## config.mk

```make
export PLATFORM = sky130hd
export DESIGN_NAME = mem_access_ctrl_flat
export DESIGN_NICKNAME = d
export VERILOG_FILES = /design/src/rtl/mem_access_ctrl_if.sv /design/src/rtl/mem_access_ctrl.sv /design/src/flat_wrapper.sv
export SDC_FILE = /design/constraint.sdc
export NUM_CORES = 1
export LEC_CHECK = 0
export CAP_MARGIN = 20
export CELL_PAD_IN_SITES_DETAIL_PLACEMENT = 1
export CELL_PAD_IN_SITES_GLOBAL_PLACEMENT = 1
export CORE_MARGIN = 5
export CORE_UTILIZATION = 35
export CTS_CLUSTER_DIAMETER = 60
export DETAILED_ROUTE_END_ITERATION = 6
export PLACE_DENSITY = 0.78
export SLEW_MARGIN = 25
export SYNTH_ARGS = -nofsm -noshare
export SYNTH_HDL_FRONTEND = slang
export SYNTH_SLANG_ARGS = --single-unit
```

## constraint.sdc

```tcl
create_clock -name clk -period 2.5 [get_ports clk]
set_clock_uncertainty 0.2 [all_clocks]
set_input_delay 0.5 -clock clk [delete_from_list [all_inputs] [get_ports clk]]
set_output_delay 0.5 -clock clk [all_outputs]
set_load 0.05 [all_outputs]
```

## src/rtl/mem_access_ctrl_if.sv

```systemverilog
// Data-memory request/acknowledge bus between the memory-access stage (master)
// and the data memory (slave).
interface mem_access_ctrl_if #(
   parameter int n = 32
);
   logic         dmem_req;
   logic         dmem_we;
   logic [n-1:0] dmem_addr;
   logic [n-1:0] dmem_wdata;
   logic         dmem_ack;
   logic [n-1:0] dmem_rdata;

   modport master (
      output dmem_req, dmem_we, dmem_addr, dmem_wdata,
      input  dmem_ack, dmem_rdata
   );

   modport slave (
      input  dmem_req, dmem_we, dmem_addr, dmem_wdata,
      output dmem_ack, dmem_rdata
   );
endinterface

```

## src/rtl/mem_access_ctrl.sv

```systemverilog
// Memory-access pipeline stage: issues a held dmem request for aligned loads/stores,
// stalls upstream while it is outstanding and produces the MEM/WB results.
module mem_access_ctrl #(
   parameter int n       = 32,
   parameter int TIMEOUT = 16
) (
   input  logic              clk,
   input  logic              reset_in,
   input  logic              RegWrite_in,
   input  logic              MemtoReg_in,
   input  logic              MemRead_in,
   input  logic              MemWrite_in,
   input  logic [n-1:0]      ALU_Result_in,
   input  logic [n-1:0]      RT_data_in,
   input  logic [4:0]        Write_Reg_in,
   mem_access_ctrl_if.master mem,
   output logic              stall_out,
   output logic              RegWrite_out,
   output logic              MemtoReg_out,
   output logic [n-1:0]      Read_Data_out,
   output logic [n-1:0]      ALU_Result_out,
   output logic [4:0]        Write_Reg_out,
   output logic              misalign_out,
   output logic              bus_err_out
);
   typedef enum logic {IDLE, ACCESS} state_t;

   localparam int CW = $clog2(TIMEOUT + 1);

   state_t        state_reg, state_next;
   logic [CW-1:0] cnt_reg, cnt_next;
   logic          req_reg, req_next;
   logic          we_reg, we_next;
   logic [n-1:0]  addr_reg, addr_next;
   logic [n-1:0]  wdata_reg, wdata_next;
   logic          cap_rw_reg, cap_rw_next;
   logic          cap_m2r_reg, cap_m2r_next;
   logic [4:0]    cap_wr_reg, cap_wr_next;
   logic          rw_reg, rw_next;
   logic          m2r_reg, m2r_next;
   logic [n-1:0]  rd_reg, rd_next;
   logic [n-1:0]  alu_reg, alu_next;
   logic [4:0]    wr_reg, wr_next;
   logic          mis_reg, mis_next;
   logic          berr_reg, berr_next;
   logic          is_mem;

   assign is_mem = MemRead_in | MemWrite_in;

   always_comb begin
      state_next   = state_reg;
      cnt_next     = cnt_reg;
      req_next     = req_reg;
      we_next      = we_reg;
      addr_next    = addr_reg;
      wdata_next   = wdata_reg;
      cap_rw_next  = cap_rw_reg;
      cap_m2r_next = cap_m2r_reg;
      cap_wr_next  = cap_wr_reg;
      rw_next      = rw_reg;
      m2r_next     = m2r_reg;
      rd_next      = rd_reg;
      alu_next     = alu_reg;
      wr_next      = wr_reg;
      mis_next     = 1'b0;
      berr_next    = 1'b0;

      case (state_reg)
         IDLE: begin
            if (!is_mem) begin
               rw_next  = RegWrite_in;
               m2r_next = MemtoReg_in;
               alu_next = ALU_Result_in;
               wr_next  = Write_Reg_in;
               rd_next  = '0;
            end else if (ALU_Result_in[1:0] != 2'b00) begin
               mis_next = 1'b1;
               rw_next  = 1'b0;
            end else begin
               // A write bit wins over a read bit, so "both set" becomes a store.
               state_next   = ACCESS;
               cnt_next     = '0;
               req_next     = 1'b1;
               we_next      = MemWrite_in;
               addr_next    = ALU_Result_in;
               wdata_next   = RT_data_in;
               cap_rw_next  = RegWrite_in;
               cap_m2r_next = MemtoReg_in;
               cap_wr_next  = Write_Reg_in;
               rw_next      = 1'b0;
            end
         end
         ACCESS: begin
            // Ack is tested first so it wins over a timeout on the same edge.
            if (mem.dmem_ack) begin
               state_next = IDLE;
               req_next   = 1'b0;
               rw_next    = cap_rw_reg;
               m2r_next   = cap_m2r_reg;
               alu_next   = addr_reg;
               wr_next    = cap_wr_reg;
               rd_next    = we_reg ? '0 : mem.dmem_rdata;
            end else if (cnt_reg == CW'(TIMEOUT - 1)) begin
               state_next = IDLE;
               cnt_next   = CW'(TIMEOUT);
               req_next   = 1'b0;
               berr_next  = 1'b1;
               rw_next    = 1'b0;
            end else begin
               cnt_next = cnt_reg + CW'(1);
            end
         end
         default: state_next = IDLE;
      endcase
   end

   always_ff @(posedge clk or negedge reset_in) begin
      if (!reset_in) begin
         state_reg   <= IDLE;
         cnt_reg     <= '0;
         req_reg     <= 1'b0;
         we_reg      <= 1'b0;
         addr_reg    <= '0;
         wdata_reg   <= '0;
         cap_rw_reg  <= 1'b0;
         cap_m2r_reg <= 1'b0;
         cap_wr_reg  <= '0;
         rw_reg      <= 1'b0;
         m2r_reg     <= 1'b0;
         rd_reg      <= '0;
         alu_reg     <= '0;
         wr_reg      <= '0;
         mis_reg     <= 1'b0;
         berr_reg    <= 1'b0;
      end else begin
         state_reg   <= state_next;
         cnt_reg     <= cnt_next;
         req_reg     <= req_next;
         we_reg      <= we_next;
         addr_reg    <= addr_next;
         wdata_reg   <= wdata_next;
         cap_rw_reg  <= cap_rw_next;
         cap_m2r_reg <= cap_m2r_next;
         cap_wr_reg  <= cap_wr_next;
         rw_reg      <= rw_next;
         m2r_reg     <= m2r_next;
         rd_reg      <= rd_next;
         alu_reg     <= alu_next;
         wr_reg      <= wr_next;
         mis_reg     <= mis_next;
         berr_reg    <= berr_next;
      end
   end

   assign stall_out      = (state_reg == ACCESS);
   assign mem.dmem_req   = req_reg;
   assign mem.dmem_we    = we_reg;
   assign mem.dmem_addr  = addr_reg;
   assign mem.dmem_wdata = wdata_reg;
   assign RegWrite_out   = rw_reg;
   assign MemtoReg_out   = m2r_reg;
   assign Read_Data_out  = rd_reg;
   assign ALU_Result_out = alu_reg;
   assign Write_Reg_out  = wr_reg;
   assign misalign_out   = mis_reg;
   assign bus_err_out    = berr_reg;
endmodule

```

## src/flat_wrapper.sv

```systemverilog
// flat-port wrapper written by rule: the top's interface ports become plain ports
module mem_access_ctrl_flat 
#(
   parameter int n       = 32,
   parameter int TIMEOUT = 16
)
  (clk, reset_in, RegWrite_in, MemtoReg_in, MemRead_in, MemWrite_in, ALU_Result_in, RT_data_in, Write_Reg_in, stall_out, RegWrite_out, MemtoReg_out, Read_Data_out, ALU_Result_out, Write_Reg_out, misalign_out, bus_err_out, mem_dmem_req, mem_dmem_we, mem_dmem_addr, mem_dmem_wdata, mem_dmem_ack, mem_dmem_rdata);
  mem_access_ctrl_if #(.n(n)) mem_i ();
  input  logic clk;
  input  logic reset_in;
  input  logic RegWrite_in;
  input  logic MemtoReg_in;
  input  logic MemRead_in;
  input  logic MemWrite_in;
  input  logic [n-1:0] ALU_Result_in;
  input  logic [n-1:0] RT_data_in;
  input  logic [4:0] Write_Reg_in;
  output logic stall_out;
  output logic RegWrite_out;
  output logic MemtoReg_out;
  output logic [n-1:0] Read_Data_out;
  output logic [n-1:0] ALU_Result_out;
  output logic [4:0] Write_Reg_out;
  output logic misalign_out;
  output logic bus_err_out;
  output wire logic [$bits(mem_i.dmem_req)-1:0] mem_dmem_req;
  output wire logic [$bits(mem_i.dmem_we)-1:0] mem_dmem_we;
  output wire logic [$bits(mem_i.dmem_addr)-1:0] mem_dmem_addr;
  output wire logic [$bits(mem_i.dmem_wdata)-1:0] mem_dmem_wdata;
  input wire logic [$bits(mem_i.dmem_ack)-1:0] mem_dmem_ack;
  input wire logic [$bits(mem_i.dmem_rdata)-1:0] mem_dmem_rdata;
  assign mem_dmem_req = mem_i.dmem_req;
  assign mem_dmem_we = mem_i.dmem_we;
  assign mem_dmem_addr = mem_i.dmem_addr;
  assign mem_dmem_wdata = mem_i.dmem_wdata;
  assign mem_i.dmem_ack = mem_dmem_ack;
  assign mem_i.dmem_rdata = mem_dmem_rdata;
  mem_access_ctrl #(.n(n), .TIMEOUT(TIMEOUT)) u_core (.clk(clk), .reset_in(reset_in), .RegWrite_in(RegWrite_in), .MemtoReg_in(MemtoReg_in), .MemRead_in(MemRead_in), .MemWrite_in(MemWrite_in), .ALU_Result_in(ALU_Result_in), .RT_data_in(RT_data_in), .Write_Reg_in(Write_Reg_in), .mem(mem_i), .stall_out(stall_out), .RegWrite_out(RegWrite_out), .MemtoReg_out(MemtoReg_out), .Read_Data_out(Read_Data_out), .ALU_Result_out(ALU_Result_out), .Write_Reg_out(Write_Reg_out), .misalign_out(misalign_out), .bus_err_out(bus_err_out));
endmodule
```

# After elaboration in Yosys (flattened, before gate mapping)
# Index checks and enable logic that the tools add are counted.
# classes
addsub	1
bitwise	3
n_eq_ne	7
muxes	37
reduce_logical	5
# op_table
cell	count
32-bit two-way mux	5
32-bit one-hot mux with 2 select lines	2
5-bit two-way mux	6
5-bit one-hot mux with 2 select lines	2
1-bit two-way mux	18
3-bit AND reduction	3
2-bit != test, second input constant	4
1-bit one-hot mux with 2 select lines	4
5-bit by 1-bit adder with 5-bit output, second input constant	1
5-bit by 4-bit == test with 1-bit output, second input constant	1
3-bit != test, second input constant	1
2-bit by 1-bit != test with 1-bit output, second input constant	1
1-bit NOT	2
2-bit AND reduction	1
2-bit nonzero test	1
1-bit OR	1
# totals
word_cells	69
ff_bits	152

# Logic depth before layout (Yosys ltp)
# logic_depth
ltp_word	4
depth_mapped	6
depth_no_buf	6

# Least setup slack after synthesis
# Ideal clock, no wire load.
# synth_timing
path_type	register to register
start	reg u_core.cnt_reg[0]
end	reg u_core.cnt_reg[3]
path_slack_ns	0.327
arrival_time_ns	1.908
n_path_buf	0
stages_incl_launch_ff	7
setup_time_ns	0.065
t_required_ns	2.235
synth_period_minus_slack_ns	2.173
path_cell_list	dfrtp_1 ha_1 and3_1 ha_1 or4b_2 o21ai_0 a211o_1
# synth_between
elab_chain_cells	4
# synth_lines
item	line	source
start: declaration	mem_access_ctrl.sv:31	logic [CW-1:0] cnt_reg, cnt_next;
start signal: assignment	mem_access_ctrl.sv:137	cnt_reg <= cnt_next;
5-bit by 1-bit adder with 5-bit output / 5-bit by 4-bit == test with 1-bit output (equally long branches)	mem_access_ctrl.sv:110, mem_access_ctrl.sv:103	
5-bit two-way mux (*)	mem_access_ctrl.sv:103	end else if (cnt_reg == CW'(TIMEOUT - 1)) begin
5-bit two-way mux (*)	mem_access_ctrl.sv:95	if (mem.dmem_ack) begin
5-bit one-hot mux with 2 select lines (*)	mem_access_ctrl.sv:68	case (state_reg)
# Mark *: on every way between the ends. The rest lies on a longest branch, timed or not. The select of a mux whose other input is x is not followed.
# A chain may end at the register's enable or synchronous reset.

# Worst setup path after layout
# Ends and elaborated chain as after synthesis.

==> results_dict.tcl <==
set metrics [dict create \
    hpwlAfterDp_microns 14000 \
    n_antenna_cell 0 \
    syn_inst 431 \
    post_cts_resized 0 \
    clockBufferDepth 2 \
    worst_path_most_repeated_cell "ha_1" \
    syn_nets 542 \
    ys_ff_latch 152 \
    place.gp.congestion 0.760 \
    drc 0 \
    syn-cell-area_sq_um 6450 \
    hold_viol 0 \
    crit_path_end_kind "flip-flop" \
    die_h_microns 146 \
    synth_warnings 0 \
    fin_cells 929 \
    rr_worst_depth 6 \
    max_stage_delay_ns 0.64 \
    maxCapViolations 0 \
    antenna_found_initial 0 \
    hold_class "flip-flop to flip-flop" \
    power_density_nw_per_um2 1040 \
    rr_endpoint "u_core.cnt_reg[3]" \
    slew_violations 0 \
    slowest_stage "or4b_2" \
    viasPerCell 4.98 \
    clockRootBuffer "clkbuf_16" \
    num_rows 49 \
    outcome "finished clean" \
    max_slew_margin 0.535 \
    cellLeakagePower_nw 4.38 \
    path_clk_slew_ns 0.06 \
    grt_pass1_wl_microns 30900 \
    wirelength_microns 19100 \
    r2r_setup_slack_ns 0.1 \
    power_w 0.0103 \
    worstPathCellList "ha_1 -> and3_1 -> ha_1 -> or4b_2 -> o21ai_0 -> a211o_1" \
    cts_tree "built" \
    rsz0062_at_grt "false" \
    timing.final.crit_share 0.961 \
    final_cell_mix "clkdlybuf4s50_1, dfrtp_1, mux2_2" \
    port_buffers 247 \
    top_usage_layer "met2" \
    drive_above_1_share 0.214 \
    setup_viol 0 \
    globalRouteOverflowTotal 0 \
    arrival_ns 2.54 \
    io_pins 248 \
    grt_usage 0.182 \
    crit_start "u_core.cnt_reg[0]" \
    core_sq_um 18100 \
    required_ns 2.64 \
    whs_ns 0.275 \
    vias 4627 \
    yosys.cell_types.count 30 \
    critPathLaunchType "flip-flop" \
    grtUsageMet3 0.0573 \
    area_growth_pct 53.4 \
    clock_latency_ns 0.40 \
    wl_per_cell_microns 20.6 \
    path_class "flip-flop to flip-flop" \
    fin_nets 799 \
    tns_ns 0 \
    grt_pass1_vias 5384 \
    grtUsageMet1 0.213 \
    drtIter0Drc 159 \
    die_w_microns 146 \
    yosysSeqAreaShare 0.589 \
    numCtsBuffers 17 \
    htree_levels 4 \
    critPathMaxFanout 6 \
    postRouteAntennaNets 0 \
    die_area_sq_um 21300 \
    tightestPinTransition_ns 0.698 \
    yosysTopAreaCell "dfrtp_1" \
    r2r-start "u_core.cnt_reg[0]" \
    grtUsageMet2 0.312 \
    synth_top_area_share 0.589 \
    mostFrequentLayoutCell "clkdlybuf4s50_1" \
    cp-endpoint "u_core.cnt_reg[3]" \
    dp_cells 897 \
    avgSynthCellArea_sq_um 15.0 \
    max_freq_ghz 0.416 \
    ir_drop_uv 567 \
    clock-sinks 152 \
    grt_max_degree 79 \
    netlist_top_cells_area "dfrtp_1, mux2_2, mux2_1" \
    start_util 0.357 \
    post-route-min-period_ns 2.40 \
    drtPass1Iterations 4 \
    utilization 0.548 \
]
## timing repair
action	in CTS	in global routing
endpoints found under the hold margin	33	0
hold buffers	1	0
setup buffers	0	0
## cell type report
cell class / count / area (sq um)
Clock buffer: 19 / 453
Clock inverter: 12 / 174
Fill cell: 1774 / 8180
Inverter: 2 / 7.51
Multi-Input combinational cell: 246 / 2450
Sequential cell: 152 / 3800
Tap cell: 229 / 287
Timing Repair Buffer: 269 / 2720
## how the worst min path moves through the flow
stage | from | to | cells after the start
floorplan | reset_in | u_core.ALU_Result_out[0] | 0
global placement | reset_in | u_core.Read_Data_out[23] | 1
detailed placement | reset_in | u_core.Read_Data_out[20] | 1
CTS | u_core.Read_Data_out[28] | u_core.Read_Data_out[28] | 1
global route | u_core.Read_Data_out[13] | u_core.Read_Data_out[13] | 1
finish | u_core.Read_Data_out[28] | u_core.Read_Data_out[28] | 1
## cell usage after synthesis
master / instances
dfrtp_1: 152
mux2_2: 90
mux2_1: 56
a21o_1: 25
and4b_1: 23
a22o_1: 14
clkbuf_1: 13
buf_6: 8
buf_2: 7
nand2b_1: 4
nor2_1: 4
o21ai_0: 4
buf_4: 3
ha_1: 3
nor3_1: 3
a31oi_1: 2
inv_1: 2
nand2_1: 2
nand3_1: 2
nor2b_1: 2
nor4b_1: 2
o21bai_1: 2
a211o_1: 1
a21oi_1: 1
a21oi_2: 1
and3_1: 1
and3b_1: 1
nor4_4: 1
or2_2: 1
or4b_2: 1
## metrics by stage
step / worst slack [ns] / area, sq um
2_1_floorplan: 0.327 / 6450
3_3_place_gp: 0.108 / 9270
3_5_place_dp: 0.0879 / 9270
4_1_cts: 0.105 / 9900
5_1_grt: 0.00907 / 9900
6_report: 0.0986 / 9900
## logic make-up (layout without fill, tap and decap cells)
logic type,Yosys count,count (layout),share of synthesized area
fa+ha+maj,3,3,0.00582
mux,146,146,0.255
simple gates,47,47,0.0597
buf+inv,33,302,0.0316
compound gates,50,50,0.0589
flops,152,152,0.589
## routing by layer
layer  vias up  wire length (microns)
li1       2086                      -
met1      2345                   7550
met2       164                   9820
met3        32                   1240
met4         0                    516
met5         -                      0
## worst max-delay path: cells and delay by family, from the launching register on
family,cells,cell delay (ns)
AOI/OAI and AO/OA,2,0.33
adders and majority gates,2,0.53
DFF,1,0.42
and+or+nand+nor,2,0.86
## power by group
group / switching [W] / internal (W) / leakage [nW]
clock: 0.00101 / 0.00172 / 0.297
combinational: 0.00261 / 0.00157 / 2.21
sequential: 0.000372 / 0.00303 / 1.87
(Power assumes the default switching activity.)
